==> config.mk <==
export PLATFORM = sky130hd
export DESIGN_NAME = pc_gen
export DESIGN_NICKNAME = d
export VERILOG_FILES = /design/src/rtl/pc_pkg.sv /design/src/rtl/pc_inc.sv /design/src/rtl/pc_gen.sv
export SDC_FILE = /design/constraint.sdc
export NUM_CORES = 1
export LEC_CHECK = 0
export BUFFER_PORTS_ARGS = -buffer_cell sky130_fd_sc_hd__buf_2
export CORE_MARGIN = 2
export CORE_UTILIZATION = 39
export DETAILED_ROUTE_END_ITERATION = 10
export GPL_ROUTABILITY_DRIVEN = 0
export PLACE_DENSITY = 0.7
export SYNTH_ARGS = -nofsm -noshare
export SYNTH_HDL_FRONTEND = slang
export SYNTH_SLANG_ARGS = --single-unit
==> constraint.sdc <==
create_clock -name clk -period 2.3 [get_ports clk]
set_input_delay 0.46 -clock clk [delete_from_list [all_inputs] [get_ports clk]]
set_output_delay 0.46 -clock clk [all_outputs]
set_load 0.02 [all_outputs]
==> src/rtl/pc_pkg.sv <==
// ----------------------------------------------------------------------------
// pc_pkg : shared types, defaults and helpers for the fetch PC generator
// Rev 1.0
// ----------------------------------------------------------------------------
`default_nettype none

package pc_pkg;

  typedef enum logic [1:0] {
    PC_BOOT = 2'd0,
    PC_RUN  = 2'd1,
    PC_HALT = 2'd2
  } pc_state_e;

  localparam int          PC_MAX_W     = 64;
  localparam logic [31:0] PC_RESET_VEC = 32'h8000_0000;
  localparam int          PC_INC       = 4;

  // Mask that clears the low align_bits bits; callers truncate to their XLEN.
  function automatic logic [PC_MAX_W-1:0] align_mask(input int align_bits);
    logic [PC_MAX_W-1:0] one;
    one = {{(PC_MAX_W-1){1'b0}}, 1'b1};
    return ~((one << align_bits) - one);
  endfunction

endpackage

`default_nettype wire

==> src/rtl/pc_inc.sv <==
// ----------------------------------------------------------------------------
// pc_inc : combinational PC + INC, wraps modulo 2^XLEN
// Rev 1.0
// ----------------------------------------------------------------------------
`default_nettype none

module pc_inc #(
  parameter int XLEN = 32,
  parameter int INC  = 4
) (
  input  logic [XLEN-1:0] pc_i,
  output logic [XLEN-1:0] pc_plus_inc_o
);

  assign pc_plus_inc_o = pc_i + XLEN'(INC);

endmodule

`default_nettype wire

==> src/rtl/pc_gen.sv <==
// ----------------------------------------------------------------------------
// pc_gen : fetch-stage PC register with boot delay, trap/redirect/stall
//          next-PC selection and debug halt/resume
// Rev 1.0
// ----------------------------------------------------------------------------
`default_nettype none

module pc_gen
  import pc_pkg::*;
#(
  parameter int              XLEN        = 32,
  parameter logic [XLEN-1:0] RESET_VEC   = XLEN'(PC_RESET_VEC),
  parameter int              INC         = PC_INC,
  parameter int              ALIGN_BITS  = 2,
  parameter int              BOOT_CYCLES = 2
) (
  input  logic            clk,
  input  logic            rst,
  input  logic            stall_i,
  input  logic            redirect_valid_i,
  input  logic [XLEN-1:0] redirect_target_i,
  input  logic            trap_valid_i,
  input  logic [XLEN-1:0] trap_vec_i,
  input  logic            halt_req_i,
  input  logic            resume_i,
  output logic [XLEN-1:0] pc_o,
  output logic [XLEN-1:0] pc_plus_inc_o,
  output logic            fetch_valid_o,
  output logic            misalign_o,
  output logic            halted_o,
  output logic [1:0]      state_o
);

  localparam int CNT_W = (BOOT_CYCLES > 1) ? $clog2(BOOT_CYCLES) : 1;
  localparam logic [CNT_W-1:0] BOOT_LAST =
    (BOOT_CYCLES == 0) ? CNT_W'(0) : CNT_W'(BOOT_CYCLES - 1);
  localparam logic [XLEN-1:0] MASK = XLEN'(align_mask(ALIGN_BITS));

  pc_state_e        state_q;
  logic [XLEN-1:0]  pc_q;
  logic [CNT_W-1:0] boot_cnt_q;
  logic             misalign_q;

  logic [XLEN-1:0]  pc_inc_w;
  logic [XLEN-1:0]  trap_aligned_w;
  logic             redir_misaligned_w;

  pc_inc #(
    .XLEN (XLEN),
    .INC  (INC)
  ) u_pc_inc (
    .pc_i          (pc_q),
    .pc_plus_inc_o (pc_inc_w)
  );

  assign trap_aligned_w     = trap_vec_i & MASK;
  assign redir_misaligned_w = |(redirect_target_i & ~MASK);

  always_ff @(posedge clk) begin
    if (rst) begin
      state_q    <= PC_BOOT;
      pc_q       <= RESET_VEC;
      boot_cnt_q <= '0;
      misalign_q <= 1'b0;
    end else begin
      misalign_q <= 1'b0;
      case (state_q)
        PC_BOOT: begin
          if (BOOT_CYCLES == 0 || boot_cnt_q == BOOT_LAST) begin
            state_q <= PC_RUN;
          end else begin
            boot_cnt_q <= boot_cnt_q + CNT_W'(1);
          end
        end
        PC_RUN: begin
          // A PC change this cycle defers halt; the requester holds halt_req_i.
          if (trap_valid_i) begin
            pc_q <= trap_aligned_w;
          end else if (redirect_valid_i && !redir_misaligned_w) begin
            pc_q <= redirect_target_i;
          end else if (redirect_valid_i) begin
            pc_q       <= trap_aligned_w;
            misalign_q <= 1'b1;
          end else if (halt_req_i) begin
            state_q <= PC_HALT;
          end else if (!stall_i) begin
            pc_q <= pc_inc_w;
          end
        end
        PC_HALT: begin
          if (redirect_valid_i && !redir_misaligned_w) begin
            pc_q <= redirect_target_i;
          end
          if (resume_i && !halt_req_i) begin
            state_q <= PC_RUN;
          end
        end
        default: state_q <= PC_BOOT;
      endcase
    end
  end

  assign pc_o          = pc_q;
  assign pc_plus_inc_o = pc_inc_w;
  assign fetch_valid_o = (state_q == PC_RUN);
  assign halted_o      = (state_q == PC_HALT);
  assign misalign_o    = misalign_q;
  assign state_o       = state_q;

endmodule

`default_nettype wire

# --- Word-level counts from Yosys, hierarchy flattened ---
# Cells that the tools add are included.
totals:
  register_bits: 36
  input_bits: 71
  output_inout_bits: 69
classes:
  n_addsub: 2
  n_eq_ne: 11
  muxes: 16
  n_bitwise: 1
  n_reduce_logical: 10
ops:
  columns: ["op", "n"]
  rows:
  - ["$mux W32", 6]
  - ["$pmux W32 S2", 1]
  - ["$add A32 B3 Y32 const B", 1]
  - ["$mux W2", 6]
  - ["$ne A2 B2 Y1 const B", 5]
  - ["$ne A5 B4 Y1 const B", 2]
  - ["$pmux W2 S3", 1]
  - ["$reduce_and A6 Y1", 1]
  - ["$ne A2 B1 Y1 const B", 2]
  - ["$reduce_and A4 Y1", 1]
  - ["$reduce_or A4 Y1", 1]
  - ["$eq A2 B1 Y1 const B", 1]
  - ["$eq A2 B2 Y1 const B", 1]
  - ["$logic_and A1 B1 Y1", 2]
  - ["$logic_not A1 Y1", 2]
  - ["$logic_not A2 Y1", 1]
  - ["$mux W1", 2]
  - ["$reduce_bool A2 Y1", 1]
  - ["$reduce_or A2 Y1", 1]
  - ["$add A1 B1 Y1 const B", 1]
  - ["$not A1 Y1", 1]

# --- Logic depth before layout (Yosys ltp) ---
depth:
  word_depth: 7
  ltp_mapped: 10
  ltp_nobuf: 7

# --- Hierarchy ---
# Synthesis repeated with hierarchy kept, for this count alone.
unflattened:
  hier_cells: 318
  hier_area_um2: 2735.1
modules_own_cells:
  columns: ["module", "instances", "cells_per_inst", "area_each_um2"]
  rows:
  - ["pc_gen", 1, 235, 2154.6]
  - ["pc_inc", 1, 83, 580.6]

# --- Worst setup path before layout ---
# OpenSTA, ideal clock, no wires.
synth_timing:
  kind: "reg2out"
  start: "register pc_q[2] (netlist: pc_o[2])"
  end: "output port pc_plus_inc_o[18]"
  arrival_ns: 2.011
  path_slack_ns: -0.171
  path_stages_with_launch: 6
  path_buffers: 0
  cell_sequence: "dfxtp_1 -> ha_1 -> nand3_1 -> or4_1 -> nor2_1 -> xor2_1"
synth_between:
  elab_chain_len: 1
synth_lines:
  columns: ["element", "line", "text"]
  rows:
  - ["start, declared", "pc_gen.sv:40", "logic [XLEN-1:0] pc_q;"]
  - ["start signal, assigned", "pc_gen.sv:78", "pc_q <= trap_aligned_w;"]
  - ["start signal, assigned", "pc_gen.sv:80", "pc_q <= redirect_target_i;"]
  - ["start signal, assigned", "pc_gen.sv:82", "pc_q <= trap_aligned_w;"]
  - ["$add A32 B3 Y32", "pc_inc.sv:15", "assign pc_plus_inc_o = pc_i + XLEN'(INC);"]
  - ["end, declared", "pc_gen.sv:27", "output logic [XLEN-1:0] pc_plus_inc_o,"]
# No other way between the ends.

# --- Final worst setup path ---
layout_timing:
  start: "register pc_q[9] (netlist: pc_o[9])"
  end: "output port pc_plus_inc_o[30]"
# Same word-level chain as after synthesis.

==> impl_metrics.csv <==
group,metric,value,unit
outcome,run_status,"complete, but fails checks",
outcome,failed_checks,"setup timing",
final_layout,stdcell_count,722,
drt,number_of_search_and_repair_iterations_in_the_first_detailed_routing_pass,6,
setup_path,worstSetupPathType,"reg2out",
place,post-dp-hpwl,9850,um
yosys,syn_inst,410,
sta,final.min_clock_period,2.42,ns
clocking,htree_levels,2,
yosys,number_of_synthesis_warnings,0,
final_layout,final_core_utilization,66.1,%
grt,grt_start_max_net_pins,36,
yosys,syn_avg_cell_area,7.61,um2
sta,grt_setup_unrepaired,"true",
place,placement.io_buffers,137,
grt,first_pass_grt_wire_length,20700,um
sta,final-setup-viol-count,9,
clocking,cts_tree,"built",
yosys,seq_area_frac_synth,23.1,%
setup_path,reg2regPathDepth,9,
clocking,clock-sinks,36,
grt,globalRoute.busiestLayer,"met2",
setup_path,cp_data_required_time,1.84,ns
setup_path,critical_path_sink_type,"primary output",
yosys,ys_ff_latch,36,
setup_path,worst_r2r_endpoint,"pc_o[29]$_SDFFE_PP0P_",
grt,use_met3,6.69,%
clocking,worst_setup_hold_path_clk_slew,0.08,ns
grt,gr-usage-met2,49.8,%
setup_path,crit-reg2reg-launch,"state_o[0]$_SDFFE_PP0P_",
sta,timing_hold_violations_final,0,
drt,drt_iter0_drc,556,
drt,detail_route.vias_per_cell,6.24,
die,die_area,8730,um2
setup_path,crit_fanout,5,
final_layout,layout-drive-gt1-share,51.5,%
yosys,synth_ff_type,"dfxtp_1",
die,io-pin-count,140,
sta,timing.slew.headroom,65.6,%
grt,globalRoute.totalOverflow,0,
setup_path,cp-startpoint,"pc_o[9]$_SDFFE_PP0P_",
grt,groute.usage.overall,29.9,%
setup_path,rrSetupSlack,0.14,ns
grt,grt_pass1_vias,4164,
yosys,synth_top_cell_area_share,23.1,%
die,die_height,93.4,um
yosys,synth.top_cells.by_area,"dfxtp_1, xnor2_1, nor2_1",
min_path,hold_path.class,"in2reg",
yosys,synth-edff-count,0,
die,effective_utilization_at_floorplan,40.4,%
grt,antenna_found_initial,0,
drt,final_antenna_net_count,0,
setup_path,critical_path_data_arrival_time,1.96,ns
yosys,ys_types,70,
sta,fmax,414,MHz
sta,maxSlewViolCount,0,
sta,post_route_setup_slack,-0.117,ns
final_layout,flow.area_growth_from_synthesis,63.9,%
sta,clock-skew-final,0.00534,ns
power_and_ir_drop,vdd.ir_drop.worst,0.651,mV
final_layout,n_antenna_cell,0,
sta,fin_worst_hold_slack,0.471,ns
drt,wl_per_cell,19.3,um
sta,worst_pin_slew,0.516,ns
job,max_cap_viol_count,0,
place,dpl.cell_count,684,
die,core,7730,um2
clocking,cts_buffer_count,5,
clocking,cts_root_buffer,"clkbuf_8",
drt,post-route-drc-count,0,
sta,final_min_period_over_clock_period,105,%
yosys,mappedNetlistArea,3120,um2
setup_path,critPathLaunchType,"register",
die,die_width,93.4,um
final_layout,nFillCells,628,
setup_path,worst_setup_path_endpoint,"pc_plus_inc_o[30]",
grt,grtUsageMet1,36.9,%
drt,routed-via-count,4505,
power_and_ir_drop,pwr_dens,1060,nW/um2
clocking,clock_path_buffers,2,
die,cell_rows,32,
drt,wirelength,13900,um
yosys,synthesis.nets,486,
yosys,postSynth.asyncResetShare,0,%
yosys,yosys.area.top_type,"dfxtp_1",
power_and_ir_drop,power_leakage,2.34,nW
clocking,insertion_delay,0.31,ns
final_layout,final_nets,695,
-- power by group --
part | switching, mW | internal (mW) | total [mW]
clock network | 0.271 | 0.321 | 0.592
registers | 0.272 | 0.903 | 1.18
logic | 2.08 | 1.59 | 3.67
-- through the flow --
stage / TNS, ns / total power, mW / worst slack, ns / area [um2]
after floorplan: -0.00233 / 3.09 / -0.00233 / 3170
after global placement: 0 / 4.24 / 0.0694 / 4340
after detailed placement: -0.00893 / 4.33 / -0.00893 / 4340
after CTS: -0.178 / 5.17 / -0.0428 / 4820
after global routing: -1.53 / 5.73 / -0.204 / 5110
final: -0.631 / 5.44 / -0.117 / 5110
-- how the worst min path moves through the flow --
stage	from	to	slack [ns]	depth (start not counted)
after floorplan	boot_cnt_q$_SDFFE_PP0P_	boot_cnt_q$_SDFFE_PP0P_	0.44	2
after global placement	boot_cnt_q$_SDFFE_PP0P_	boot_cnt_q$_SDFFE_PP0P_	0.45	2
after CTS	rst	boot_cnt_q$_SDFFE_PP0P_	0.46	2
final	rst	state_o[1]$_SDFFE_PP0P_	0.47	2
after global routing	rst	boot_cnt_q$_SDFFE_PP0P_	0.48	2
after detailed placement	boot_cnt_q$_SDFFE_PP0P_	boot_cnt_q$_SDFFE_PP0P_	0.46	2
-- placed cells by master, fill, tap and decap left out, types with 9 or more instances in the layout --
| cell | count |
|---|---|
| o21ai_0 | 17 |
| a21oi_1 | 22 |
| inv_1 | 12 |
| buf_4 | 95 |
| nand3_1 | 16 |
| o22ai_1 | 12 |
| dfxtp_2 | 11 |
| nand2_1 | 25 |
| dfxtp_4 | 9 |
| dfxtp_1 | 16 |
| buf_2 | 120 |
| nand4_1 | 12 |
| nor3_1 | 15 |
| buf_6 | 16 |
| nor2_1 | 33 |
| xnor2_1 | 12 |
-- cell usage after synthesis (5+ instances only) --
cell type	instances
nand4_1	12
nand2_1	29
clkbuf_1	13
nor4_1	6
nor3_1	17
a221o_1	6
xnor2_1	19
a221oi_1	6
nor2_1	38
a211oi_1	5
dfxtp_1	36
ha_1	5
o22ai_1	12
a31oi_1	5
and2_1	5
nand3_1	21
xor2_1	8
buf_2	5
mux2i_1	6
o21ai_0	17
a21oi_1	23
and4_1	5
o32ai_1	5
inv_1	13
-- flip-flops by register name, indices dropped and copies added (netlist names) --
register and count:
boot_cnt_q 1, misalign_o 1, pc_o 32, state_o 2
-- final cells by class --
| cell class | count | area [um2] | share of cell area [%] |
|---|---|---|---|
| tap | 102 | 128 | 2.50 |
| inverter | 14 | 56.3 | 1.10 |
| multi-input combinational | 329 | 2510 | 49.2 |
| timing repair buffer | 233 | 1530 | 30.0 |
| clock inverter | 3 | 42.5 | 0.832 |
| clock buffer | 5 | 68.8 | 1.35 |
| sequential | 36 | 768 | 15.0 |
-- what timing repair did --
| action | 4_1_cts | 5_1_grt |
|---|---|---|
| setup buffers | 17 | 15 |
| pin swaps | 16 | 28 |
| resized for setup | 77 | 43 |
| hold endpoints to repair | 0 | 0 |
| hold buffers | 0 | 0 |
| endpoints found under the setup margin | 19 | 22 |
| cloned | 0 | 0 |
-- cells by family (layout without fill, tap and decap cells) --
logic type               Yosys count  after routing  synth area share, %
XOR/XNOR                          27             27                 7.58
AO/OA/AOI/OAI                    131            131                 31.7
flip-flops                        36             36                 23.1
buffers and inverters             45            255                 7.02
multiplexers                       7              7                 2.29
AND/OR/NAND/NOR                  159            159                 26.3
adder cells (fa/ha/maj)            5              5                 2.01
-- metal layers --
metal | vias up | share of wire [%] | routed length, um
li1 | 1992 | - | -
met1 | 2114 | 37 | 5210
met2 | 330 | 48 | 6670
met3 | 69 | 10 | 1440
met4 | 0 | 4.4 | 607
met5 | - | 0 | 0
-- critical path: stages (launching register included) --
cell     delay [ns]
dfxtp_2        0.36
and4_4         0.25
nand4_1        0.17
buf_6          0.18
nor4_4         0.36
xor2_2         0.18
buf_6          0.13
Note: power is estimated with default switching activity, not from simulation.
